File: src/rtl/fft_pkg.sv
// Shared types and constants for the streaming FFT datapath.
package fft_pkg;

    localparam int DEF_WIDTH = 16;
    localparam int CPLX_W    = DEF_WIDTH + 1;

    typedef enum logic {
        PH_FILL = 1'b0,
        PH_BFLY = 1'b1
    } phase_e;

    typedef struct packed {
        logic signed [CPLX_W-1:0] re;
        logic signed [CPLX_W-1:0] im;
    } cplx_t;

endpackage

File: src/rtl/sdf_delay_line.sv
// NUM-deep shift register of complex entries; head is the oldest entry.
module sdf_delay_line #(
    parameter int NUM   = 16,
    parameter int WIDTH = 17
) (
    input  logic                 clk,
    input  logic                 rst,
    input  logic                 shift_en,
    input  logic [2*WIDTH-1:0]   din,
    output logic [2*WIDTH-1:0]   head
);

    logic [2*WIDTH-1:0] mem [NUM];

    always_ff @(posedge clk or negedge rst) begin
        if (!rst) begin
            for (int i = 0; i < NUM; i++) begin
                mem[i] <= '0;
            end
        end else if (shift_en) begin
            for (int i = 0; i < NUM - 1; i++) begin
                mem[i] <= mem[i+1];
            end
            mem[NUM-1] <= din;
        end
    end

    assign head = mem[0];

endmodule

File: src/rtl/sdf_bfly_stage.sv
// Radix-2 SDF butterfly stage: pairs x[n] with x[n+NUM], emits sums during
// the butterfly phase and the stored differences during the next fill phase.
module sdf_bfly_stage
    import fft_pkg::*;
#(
    parameter int NUM   = 16,
    parameter int WIDTH = DEF_WIDTH
) (
    input  logic                    clk,
    input  logic                    rst,
    input  logic                    valid_i,
    input  logic [1:0]              bfly_enable,
    input  logic signed [WIDTH-1:0] din_re,
    input  logic signed [WIDTH-1:0] din_im,
    output logic signed [WIDTH:0]   dout_re,
    output logic signed [WIDTH:0]   dout_im,
    output logic                    valid_o
);

    localparam int CW = WIDTH + 1;

    typedef struct packed {
        logic signed [CW-1:0] re;
        logic signed [CW-1:0] im;
    } cplx_w_t;

    phase_e   ph;
    cplx_w_t  a;
    cplx_w_t  b;
    cplx_w_t  sum;
    cplx_w_t  diff;
    cplx_w_t  push;
    cplx_w_t  nxt_dout;
    logic [2*CW-1:0] head;
    logic     diff_ready;
    logic     unused_reserved;

    // bfly_enable[1] is reserved by the upstream counter
    assign unused_reserved = bfly_enable[1];
    assign ph = phase_e'(bfly_enable[0]);

    assign a    = cplx_w_t'(head);
    assign b.re = {din_re[WIDTH-1], din_re};
    assign b.im = {din_im[WIDTH-1], din_im};

    // One guard bit is enough: both operands are WIDTH-bit values widened by one.
    assign sum.re  = a.re + b.re;
    assign sum.im  = a.im + b.im;
    assign diff.re = a.re - b.re;
    assign diff.im = a.im - b.im;

    always_comb begin
        push     = b;
        nxt_dout = a;
        if (ph == PH_BFLY) begin
            push     = diff;
            nxt_dout = sum;
        end
    end

    sdf_delay_line #(
        .NUM   (NUM),
        .WIDTH (CW)
    ) u_delay (
        .clk      (clk),
        .rst      (rst),
        .shift_en (valid_i),
        .din      (push),
        .head     (head)
    );

    always_ff @(posedge clk or negedge rst) begin
        if (!rst) begin
            dout_re    <= '0;
            dout_im    <= '0;
            valid_o    <= 1'b0;
            diff_ready <= 1'b0;
        end else if (valid_i) begin
            dout_re <= nxt_dout.re;
            dout_im <= nxt_dout.im;
            if (ph == PH_BFLY) begin
                valid_o    <= 1'b1;
                diff_ready <= 1'b1;
            end else begin
                // nothing to drain until at least one butterfly block has run
                valid_o <= diff_ready;
            end
        end else begin
            valid_o <= 1'b0;
        end
    end

endmodule

File: config.mk
export PLATFORM = sky130hd
export DESIGN_NAME = sdf_bfly_stage
export DESIGN_NICKNAME = d
export VERILOG_FILES = /design/src/rtl/fft_pkg.sv /design/src/rtl/sdf_delay_line.sv /design/src/rtl/sdf_bfly_stage.sv
export SDC_FILE = /design/constraint.sdc
export NUM_CORES = 1
export LEC_CHECK = 0
export BUFFER_PORTS_ARGS = -buffer_cell sky130_fd_sc_hd__buf_4
export CAP_MARGIN = 30
export CORE_ASPECT_RATIO = 0.9
export CORE_MARGIN = 2
export CORE_UTILIZATION = 47
export DETAILED_ROUTE_END_ITERATION = 10
export PLACE_DENSITY = 0.6
export SYNTH_ARGS = -nofsm -noshare
export SYNTH_HDL_FRONTEND = slang
export SYNTH_SLANG_ARGS = --single-unit
File: constraint.sdc
create_clock -name clk -period 3.46 [get_ports clk]
set_clock_uncertainty 0.15 [all_clocks]
set_input_delay 0.346 -clock clk [delete_from_list [all_inputs] [get_ports clk]]
set_output_delay 0.346 -clock clk [all_outputs]
set_load 0.02 [all_outputs]
==> results.md <==
- In the post-synthesis netlist, the biggest area contributors are sky130_fd_sc_hd__dfrtp_1 58%, sky130_fd_sc_hd__mux2_2 23%, sky130_fd_sc_hd__ha_1 3.2%.
- Measured along the y axis, the die boundary spans 223 um.
- The number of detailed-routing iterations run before antenna repair is 4.
- The first-pass GRT wire length is 76,100 um.
- Clock latency on the worst-skew pair, taken at its later pin, is 630 ps.
- At the pin with the least slew margin, the transition time is 859 ps.
- The number of gates resized after CTS was 0.
- The total length of routed met3 wires is 1910 um.
- The per-cell via count in the routed design is 5.28.
- The power density over cell area is 901 mW/mm^2.
- At the worst endpoint, the arrival time is 3350 ps.
- In this run the horizontal extent of the chip is 248 um.
- The number of instances in the synthesized netlist is 1,864.
- For this run, the post-layout net count is 2,049.
- The number of routed nets with antenna violations is 0.
- The post-route minimum period is 3000 ps.
- After synthesis, the mean cell area works out to 13.5 um^2.
- The required time reported for the critical path endpoint is 3810 ps.
- The die covers 0.0553 mm^2.
- The buffer count from post-CTS setup fixing is 0.
- The netlist uses 63 different library cells.
- The total negative slack is 0 ps.
- The worst setup path is launched from an input port.
- The combined area of the multi-input logic cells is 0.00989 mm^2.
- Clock tree synthesis found a total of 580 sinks.
- Setup violations remaining at the end of the flow were counted as 0.
- Of all nets on the critical path, the largest fanout is 3.
- The kind of capture point of the worst setup path is a flip-flop.
- The final weighted congestion of routability-driven global placement is 0.856.
- The final max-slew violation count was 0.
- Yosys mapped a number of flops with a built-in enable equal to 0.
- The routed design has 46,300 um of wire.
- After detailed routing, the met2 layer carries 18,600 um of wire.
- For this configuration, the core starts out at a cell density of 0.475.
- The analysis attributes to cell leakage a power of 0.0125 uW.
- The largest vdd supply drop is 483 uV.
- The detailed router finished its first iteration with 711 violations.
- In the final routed layout, each cell accounts on average for 17.2 um.
- The boundary pin count is 72.
- For this run, the number of Yosys warnings is 0.
- For this block, wires on met1 add up to 24,800 um.
- After global routing the overflow that remains totals 0.
- The worst relative slew slack is 0.427.
- The H-tree was split into 2 levels.
- Compared with the post-synthesis result, the final layout area differs by 14.4%.
- The critical path is of the input port to flip-flop type.
- The buffer depth of the longest clock path is 3.
- The maximum clock rate is 333 MHz.
- The via count of the first global-routing pass came to 14,200.
- In the routed design, unresolved DRC markers number 0.
- At the end of the flow the core is filled with cells to 0.543.
- For this run, the total global-route usage over all layers was measured as 0.172.
- The count of input and output buffers is 70.
- The via total after detailed routing is 14,200.
- Counting flops and latches in the post-synthesis netlist gives 580.
- After detailed routing, no signal wire sits above met5.
- The post-DP HPWL is 30,700 um.
- Of the post-synthesis cell area, the dominant cell type holds 0.578.
- After filler insertion, the fill cell instance count of the layout stands at 4,389.
- Setup repair after global routing left no endpoint under its margin.
- Buffers inserted during clock tree synthesis total 57.
- Of the synthesized area, sequential elements account for 0.578.
- The run finished with clean final reports.
- After synthesis, the share of flip-flops with an asynchronous set or reset is 1.00.
- The tool flagged a number of max-cap violations equal to 0.
- The synthesized area is 0.0251 mm^2.
- Clock-pin slew was measured on the worst setup and hold paths at 60 ps.
- In this run the register-to-register setup slack is 510 ps.
- By instance count, the leading cell after synthesis is sky130_fd_sc_hd__dfrtp_1.
- The most used flip-flop cell after synthesis is sky130_fd_sc_hd__dfrtp_1.
- The synthesized design spends more area on one cell type than any other, namely sky130_fd_sc_hd__dfrtp_1.
- The largest net degree at the start of global routing is 139.
- The post-route fraction of the period consumed by the critical path is 0.867.
- The cell sitting at the root of the clock tree is a sky130_fd_sc_hd__clkbuf_16.
- The sequential cell area is 0.0145 mm^2.
- The tightest min-delay check is of the input port to flip-flop type.
- The number of endpoints with negative hold slack in the final report is 0.
- Sorting the synthesized cells by how often they occur yields 580 x sky130_fd_sc_hd__dfrtp_1, 515 x sky130_fd_sc_hd__mux2_2, 86 x sky130_fd_sc_hd__a21oi_1, 86 x sky130_fd_sc_hd__clkbuf_1, 81 x sky130_fd_sc_hd__nor2_1.
- Synthesis produced a netlist with a net count of 1,969.
- The initial antenna violation count is 2.
- The clock tree from TritonCTS is yes.
- The core region is 0.0529 mm^2.
- The floorplan row count is 80.
- The fraction of layout instances using a drive strength above 1 is 0.362.
[cell type report]
type | count | area share
Sequential cell | 580 | 0.506
Multi-Input combinational cell | 1107 | 0.345
Clock buffer | 89 | 0.0601
Timing Repair Buffer | 124 | 0.0394
Tap cell | 697 | 0.0304
Clock inverter | 18 | 0.0101
Inverter | 74 | 0.00968
Antenna cell | 2 | 0.000174
[what timing repair did]
item                       CTS  global route
setup endpoints to repair    0             0
hold endpoints to repair   115             0
hold buffers                24             0
[metrics by stage]
stage	power, uW	setup WS [ps]	cells	area, um^2	hold WS (ps)
6_report	25900	461	2691	28700	41.2
5_1_grt	27600	302	2689	28700	20.0
4_1_cts	26200	523	2689	28700	2.25
3_5_place_dp	19500	481	2558	26400	210
3_3_place_gp	19200	439	2558	26400	199
2_1_floorplan	17100	835	1864	25100	-99.6
[final timing paths]
path                               endpoint             start  depth (start not counted)
max                             dout_re[16]         din_re[0]                         12
min                          u_delay.mem[5]         din_im[5]                          3
max reg2reg                     dout_re[16]  u_delay.head[17]                         10
min reg2reg                      diff_ready        diff_ready                          1
max in group asynchronous  u_delay.mem[215]               rst                          4
min in group asynchronous        dout_im[8]               rst                          2
[placed cells by master, fill, tap and decap left out, types with 10 or more instances in the layout]
| cell | count |
|---|---|
| sky130_fd_sc_hd__dfrtp_1 | 580 |
| sky130_fd_sc_hd__mux2_2 | 515 |
| sky130_fd_sc_hd__buf_4 | 88 |
| sky130_fd_sc_hd__a21oi_1 | 86 |
| sky130_fd_sc_hd__nor2_1 | 81 |
| sky130_fd_sc_hd__inv_1 | 71 |
| sky130_fd_sc_hd__ha_1 | 64 |
| sky130_fd_sc_hd__clkbuf_16 | 57 |
| sky130_fd_sc_hd__o21ai_0 | 44 |
| sky130_fd_sc_hd__xnor2_1 | 32 |
| sky130_fd_sc_hd__nand2_1 | 30 |
| sky130_fd_sc_hd__a21o_1 | 27 |
| sky130_fd_sc_hd__dlygate4sd3_1 | 24 |
| sky130_fd_sc_hd__nand3_1 | 21 |
| sky130_fd_sc_hd__mux2i_1 | 19 |
| sky130_fd_sc_hd__clkbuf_8 | 18 |
| sky130_fd_sc_hd__nor3_1 | 14 |
| sky130_fd_sc_hd__nor2b_1 | 14 |
| sky130_fd_sc_hd__nand2b_1 | 14 |
| sky130_fd_sc_hd__xor2_1 | 14 |
| sky130_fd_sc_hd__clkbuf_1 | 14 |
| sky130_fd_sc_hd__a31oi_1 | 10 |
| sky130_fd_sc_hd__a211oi_1 | 10 |
| sky130_fd_sc_hd__buf_12 | 10 |
[cell families after synthesis]
family                   Yosys count  share of synthesized area
flip-flops                       580                      0.578
AND/OR/NAND/NOR                  216                     0.0419
multiplexers                     535                      0.239
buffers and inverters            177                     0.0275
adder cells (fa/ha/maj)           68                     0.0351
XOR/XNOR                          46                     0.0161
AO/OA/AOI/OAI                    242                     0.0619
[registers in the layout, indices dropped and copies added, names as in the netlist]
register,count
dout_im,17
valid_o,1
u_delay.head,34
u_delay.mem,510
diff_ready,1
dout_re,17
[worst max-delay path, stage by stage]
cell and delay (ps):
sky130_fd_sc_hd__dlygate4sd3_1 590, sky130_fd_sc_hd__buf_4 160, sky130_fd_sc_hd__ha_1 210, sky130_fd_sc_hd__fa_1 410, sky130_fd_sc_hd__nand2b_1 110, sky130_fd_sc_hd__a221oi_1 100
sky130_fd_sc_hd__o21ai_0 310, sky130_fd_sc_hd__a21oi_1 180, sky130_fd_sc_hd__o2111a_1 250, sky130_fd_sc_hd__a211o_1 270, sky130_fd_sc_hd__xor2_1 140, sky130_fd_sc_hd__mux2_4 260
[power breakdown]
group | internal (uW) | leakage (uW) | total, uW | switching (uW)
Combinational | 4070 | 0.00475 | 7480 | 3400
Sequential | 10100 | 0.00678 | 11900 | 1880
Clock | 3820 | 0.000984 | 6470 | 2640
Total | 17900 | 0.0125 | 25900 | 7930
[per-layer routing]
layer  vias up  global-route usage
li1       6745                   -
met1      7162               0.279
met2       225               0.234
met3        62              0.0274
met4         2              0.0485
met5         -                   0
Power figures use the tool's default switching activity.
